$ cat config.mk
export PLATFORM = sky130hd
export DESIGN_NAME = cpu_run_ctrl
export DESIGN_NICKNAME = d
export VERILOG_FILES = /design/src/rtl/cpu_run_pkg.sv /design/src/rtl/cpu_run_cnt.sv /design/src/rtl/cpu_run_ctrl.sv
export SDC_FILE = /design/constraint.sdc
export NUM_CORES = 1
export LEC_CHECK = 0
export ABC_AREA = 1
export BUFFER_PORTS_ARGS = -buffer_cell sky130_fd_sc_hd__buf_2
export CORE_MARGIN = 2
export CORE_UTILIZATION = 54
export CTS_BUF_LIST = sky130_fd_sc_hd__clkbuf_4 sky130_fd_sc_hd__clkbuf_8
export CTS_CLUSTER_SIZE = 24
export DETAILED_ROUTE_END_ITERATION = 7
export PLACE_DENSITY_LB_ADDON = 0.2
export SYNTH_ARGS = -nofsm -noshare
export SYNTH_HDL_FRONTEND = slang
export SYNTH_SLANG_ARGS = --single-unit
$ cat constraint.sdc
create_clock -name clk -period 2.6 [get_ports clk]
set_input_delay 0.39 -clock clk [delete_from_list [all_inputs] [get_ports clk]]
set_output_delay 0.39 -clock clk [all_outputs]
set_load 0.01 [all_outputs]
$ cat src/rtl/cpu_run_pkg.sv
// Shared encodings for the CPU run controller: state, mode and stop-cause codes.
package cpu_run_pkg;

  typedef enum logic [2:0] {
    ST_IDLE      = 3'd0,
    ST_WARMUP    = 3'd1,
    ST_RUN       = 3'd2,
    ST_STEP_WAIT = 3'd3,
    ST_STEP_EXEC = 3'd4,
    ST_HALTED    = 3'd5
  } state_t;

  localparam logic [1:0] MODE_FREE  = 2'd0;
  localparam logic [1:0] MODE_COUNT = 2'd1;
  localparam logic [1:0] MODE_STEP  = 2'd2;
  localparam logic [1:0] MODE_RSVD  = 2'd3;

  localparam logic [2:0] CAUSE_NONE  = 3'd0;
  localparam logic [2:0] CAUSE_COUNT = 3'd1;
  localparam logic [2:0] CAUSE_USER  = 3'd2;
  localparam logic [2:0] CAUSE_CPU   = 3'd3;
  localparam logic [2:0] CAUSE_BP    = 3'd4;

  // Where a run lands once warm-up is over; a zero-length counted run halts at once.
  function automatic state_t post_warm(input logic [1:0] m, input logic len_zero);
    if (m == MODE_COUNT && len_zero) return ST_HALTED;
    if (m == MODE_STEP)              return ST_STEP_WAIT;
    return ST_RUN;
  endfunction

endpackage

$ cat src/rtl/cpu_run_cnt.sv
// Saturating enabled-cycle counter with synchronous clear and run-length compare.
module cpu_run_cnt #(
  parameter int W = 32
) (
  input  logic         clk,
  input  logic         clear_n,
  input  logic         clr,
  input  logic         inc,
  input  logic [W-1:0] len,
  output logic [W-1:0] count,
  output logic         at_len
);

  always_ff @(posedge clk or negedge clear_n) begin
    if (!clear_n)                  count <= '0;
    else if (clr)                  count <= '0;
    else if (inc && count != '1)   count <= count + W'(1);
  end

  // True on the cycle whose increment reaches len.
  assign at_len = (count + W'(1)) == len;

endmodule

$ cat src/rtl/cpu_run_ctrl.sv
// Run controller sequencing the CPU enable: warm-up, free/counted/step runs, halt handling.
// Optional PC breakpoint when CPU_RUN_BREAKPOINT_EN is defined.
module cpu_run_ctrl
  import cpu_run_pkg::*;
#(
  parameter int CNT_W      = 32,
  parameter int PC_W       = 32,
  parameter int WARMUP_CYC = 2
) (
  input  logic             clk,
  input  logic             clear_n,
  input  logic             start,
  input  logic             stop,
  input  logic             step,
  input  logic [1:0]       mode,
  input  logic [CNT_W-1:0] run_len,
  input  logic             cpu_halt,
  input  logic [PC_W-1:0]  pc,
  input  logic [PC_W-1:0]  bp_addr,
  input  logic             bp_valid,
  output logic             enable,
  output logic             busy,
  output logic             done,
  output logic [CNT_W-1:0] cycle_count,
  output logic [2:0]       stop_cause
);

  localparam int WARM_W = (WARMUP_CYC < 2) ? 1 : $clog2(WARMUP_CYC + 1);
  localparam logic [WARM_W-1:0] WARM_INIT = WARM_W'(WARMUP_CYC);

  state_t             state_q, state_d;
  logic [1:0]         mode_q, mode_d;
  logic [CNT_W-1:0]   len_q, len_d;
  logic [WARM_W-1:0]  warm_q, warm_d;
  logic [2:0]         cause_q, cause_d;
  logic               done_q, step_q;
  logic               cnt_clr, at_len, halt_enter, step_rise, bp_hit;

  assign step_rise = step & ~step_q;

`ifdef CPU_RUN_BREAKPOINT_EN
  assign bp_hit = bp_valid && (pc == bp_addr);
`else
  assign bp_hit = 1'b0 & bp_valid & (pc == bp_addr);
`endif

  always_comb begin
    state_d = state_q;
    mode_d  = mode_q;
    len_d   = len_q;
    warm_d  = warm_q;
    cause_d = cause_q;
    cnt_clr = 1'b0;
    case (state_q)
      ST_IDLE, ST_HALTED: begin
        if (start) begin
          mode_d  = mode;
          len_d   = run_len;
          warm_d  = WARM_INIT;
          cause_d = CAUSE_NONE;
          cnt_clr = 1'b1;
          if (WARMUP_CYC == 0) begin
            state_d = post_warm(mode, run_len == '0);
            if (state_d == ST_HALTED) cause_d = CAUSE_COUNT;
          end else begin
            state_d = ST_WARMUP;
          end
        end
      end
      ST_WARMUP: begin
        if (stop) begin
          state_d = ST_HALTED;
          cause_d = CAUSE_USER;
        end else if (warm_q <= WARM_W'(1)) begin
          state_d = post_warm(mode_q, len_q == '0);
          if (state_d == ST_HALTED) cause_d = CAUSE_COUNT;
        end else begin
          warm_d = warm_q - WARM_W'(1);
        end
      end
      ST_RUN: begin
        if (cpu_halt) begin
          state_d = ST_HALTED;
          cause_d = CAUSE_CPU;
        end else if (stop) begin
          state_d = ST_HALTED;
          cause_d = CAUSE_USER;
        end else if (bp_hit) begin
          state_d = ST_HALTED;
          cause_d = CAUSE_BP;
        end else if (mode_q == MODE_COUNT && at_len) begin
          state_d = ST_HALTED;
          cause_d = CAUSE_COUNT;
        end
      end
      ST_STEP_WAIT: begin
        if (stop) begin
          state_d = ST_HALTED;
          cause_d = CAUSE_USER;
        end else if (step_rise) begin
          state_d = ST_STEP_EXEC;
        end
      end
      ST_STEP_EXEC: begin
        state_d = ST_STEP_WAIT;
        if (cpu_halt) begin
          state_d = ST_HALTED;
          cause_d = CAUSE_CPU;
        end else if (stop) begin
          state_d = ST_HALTED;
          cause_d = CAUSE_USER;
        end else if (bp_hit) begin
          state_d = ST_HALTED;
          cause_d = CAUSE_BP;
        end
      end
      default: state_d = ST_IDLE;
    endcase
  end

  // A restart from HALTED that halts again (zero-length run) is still a fresh entry.
  assign halt_enter = (state_d == ST_HALTED) && ((state_q != ST_HALTED) || start);

  always_ff @(posedge clk or negedge clear_n) begin
    if (!clear_n) begin
      state_q <= ST_IDLE;
      mode_q  <= MODE_FREE;
      len_q   <= '0;
      warm_q  <= '0;
      cause_q <= CAUSE_NONE;
      done_q  <= 1'b0;
      step_q  <= 1'b0;
    end else begin
      state_q <= state_d;
      mode_q  <= mode_d;
      len_q   <= len_d;
      warm_q  <= warm_d;
      cause_q <= cause_d;
      done_q  <= halt_enter;
      step_q  <= step;
    end
  end

  cpu_run_cnt #(.W(CNT_W)) u_cnt (
    .clk     (clk),
    .clear_n (clear_n),
    .clr     (cnt_clr),
    .inc     (enable),
    .len     (len_q),
    .count   (cycle_count),
    .at_len  (at_len)
  );

  assign enable     = (state_q == ST_RUN) || (state_q == ST_STEP_EXEC);
  assign busy       = (state_q == ST_WARMUP) || (state_q == ST_RUN) ||
                      (state_q == ST_STEP_WAIT) || (state_q == ST_STEP_EXEC);
  assign done       = done_q;
  assign stop_cause = cause_q;

endmodule

==> run metrics <==
TritonCTS clock tree built; Synth top area share 39.3%; synth warn 0; fraction of the cycle the final worst path needs ~100%; Core Area a little under 9000 sq um; half-perimeter wire length after detailed placement between 10000 and 15000 um; path type of the worst setup path flop to flop; smallest hold slack 0.159 ns; CTS clock-pin slew for the worst setup and hold paths 0.08 ns; fraction of the mapped netlist area in simple logic gates roughly two fifths; Sink Count 76; DR pass1 iterations 5; P&R area growth vs syn 21.0%; instance area after placement 5460 sq um; First DRT Iteration DRCs about 470; adder and majority gate portion of the synthesized area 0.517%; share of synthesized area spent on multiplexers 0%; vias in the first global route 4976; fin area 5860 sq um; global-route wire length before repair around 23000 um; antenna violations before repair 0; largest net degree at the start of global routing 77; # Max-Cap Violations 0; transition at the pin with the smallest max-transition slack 0.982 ns; Avg Inst Size Synth 6.53 sq um; H-tree levels 3; Die W 98.7 um; leakage just under 3 nW; cell type with the highest aggregate area in the netlist dfrtp_1; number of vias per cell between 5 and 6; final critical path time including I/O delays and setup about 2.6 ns; number of core rows 34; post-synthesis cell type count 32; sort of element at the end of the critical path flop; sequential cell area fraction in the yosys report slightly below 40%; # hold bufs at CTS 0; final weighted congestion of routability-driven global placement 1.01; sum of negative setup slack 0 ns; max-slew violation count 0; synthesized-area fraction occupied by xor and xnor cells 2.02%; ratio of total power to cell area 847 nW/um^2; Antenna Cells 0; maximum buffer depth of the clock tree 2; flops & latches, synth 76; Congestion Overflow GR 0; leading cell types by total area after synthesis dfrtp_1, nand2_1, nand3_1; number of buffers created by CTS 9; share of final-layout standard cells stronger than drive strength 1 20.8%; clock network latency to the later pin of the worst-skew pair approximately 0.35 ns; area of the die 9740 sq um; Layout Nets 948; Worst Path Arrival 2.86 ns; initial cell density of the core 55.5%; area of the mapped netlist 4840 sq um; number of failing hold endpoints at the final stage 0; Mapped Nets 848; maximum VDD drop 561 uV; Top-Level Pins 143; gate count after technology mapping between 700 and 800; final wirelength about 15000 um; top fanout value on the critical path 7; setup violation total in the final timing report 0; nature of the critical path startpoint flop; per-cell routed wire length 15.3 um; timing-limited maximum frequency 386 MHz; gr usage total 30.0%; Min-Delay Path Class input pin to flop; outcome complete, no violations; IO buf count between 70 and 80; routed vias 5340; dominant combinational cell family by area after synthesis simple AND/OR/NAND/NOR gates; residual DRC count 0; count of nets left with antenna violations after detail routing 0; Root Buffer Master clkbuf_8; relative slew slack 34.5%; post-route clock skew about 0.010 ns; Crit path required time 2.87 ns; die height 98.7 um; post-synthesis compound-gate area fraction around 9.7%
## worst max-delay path: stages (launching register included)
cell and delay, ns:
dfrtp_1 0.42, ha_2 0.25, nand2_4 0.07, nor2_4 0.16, nand2_4 0.10, nor2_4 0.25, nand3_1 0.18, nand3_1 0.14
nand2_1 0.06, nor2_1 0.09, nand2_1 0.06, nor2_2 0.16, nand3_2 0.14, nand2_2 0.09, nand2_2 0.06, nand2_2 0.09
nand2_1 0.05, nor2_1 0.12
## Yosys cell counts, drive strengths merged
library cell / n
nor2: 93
o21bai: 1
a21oi: 6
buf: 2
o22ai: 30
a22oi: 1
nor3: 6
o21ai: 44
o211ai: 1
dfrtp: 76
clkinv: 1
xnor2: 1
and2: 2
nand4: 7
xor2: 5
xnor3: 2
inv: 96
nor4: 1
o21a: 1
nand3: 79
nand2: 272
clkbuf: 11
nor3b: 1
ha: 2
## final timing paths
check | startpoint | endpoint | slack [ns] | cells past startpoint
max | u_cnt.count[0] | done | 0.007 | 17
min | step | step_q | 0.16 | 1
max reg2reg | u_cnt.count[0] | done | 0.007 | 17
min reg2reg | stop_cause[2] | stop_cause[2] | 0.49 | 2
max in group asynchronous | clear_n | u_cnt.count[5] | 1.71 | 1
min in group asynchronous | clear_n | len_q[15] | 0.19 | 1
## through the flow
stage | setup WS [ns] | cells | util (%) | power, mW
2_1_floorplan | 0.414 | 741 | - | 3.22
3_3_place_gp | 0.112 | 933 | 62.7 | 3.84
3_5_place_dp | 0.0459 | 933 | 62.7 | 3.93
4_1_cts | 0.0570 | 949 | 65.1 | 4.89
5_1_grt | -0.0754 | 954 | 67.2 | 5.34
6_report | 0.00740 | 954 | 67.2 | 4.96
## repair_timing
item	4_1_cts	5_1_grt
hold endpoints to repair	0	0
buffers inserted	0	5
setup endpoints to repair	1	7
pin swaps	0	15
resized for setup	1	51
## where the power goes
group          switching [mW]  leakage [nW]  internal [mW]
logic                    1.45          1.81          0.763
clock network           0.452         0.106          0.504
registers               0.261         0.968           1.53
total                    2.16          2.88           2.80
## per-layer routing
metal  global-route usage [%]  wire length, um
met2                     48.4             6960
met3                     5.18             1160
met5                        0                0
met4                     12.0              463
met1                     40.6             6020
## kinds of logic (layout without fill, tap and decap cells)
family / Yosys count / count (layout)
xor gates and xnor gates: 8 / 8
DFF: 76 / 76
adders and majority gates: 2 / 2
buffers and inverters: 110 / 215
and+or+nand+nor: 461 / 461
AOI/OAI and AO/OA: 84 / 84
## cell usage in the layout (no fill, tap or decap), drive strengths merged
master,Yosys,layout
nor3b,1,1
nand4,7,7
inv,96,96
o21a,1,1
buf,2,102
o21bai,1,1
ha,2,2
o21ai,44,44
xnor2,1,1
nor4,1,1
clkbuf,11,12
clkinvlp,0,1
bufinv,0,1
nand2,272,272
a22oi,1,1
xnor3,2,2
xor2,5,5
a21oi,6,6
o211ai,1,1
nor3,6,6
dfrtp,76,76
and2,2,2
nand3,79,79
o22ai,30,30
clkinv,1,3
nor2,93,93
## cell type report
class,instances,area [sq um]
timing repair buffer,102,579
inverter,97,364
sequential,76,1920
tap,108,135
fill,766,2860
multi-input combinational,555,2660
clock inverter,4,47.5
clock buffer,12,159
## flip-flops by register name, indices dropped and copies added (netlist names)
register and flops:
mode_q 2, u_cnt.count 32, len_q 32, done 1, stop_cause 3, state_q 3, step_q 1, warm_q 2
(Power assumes the default switching activity.)
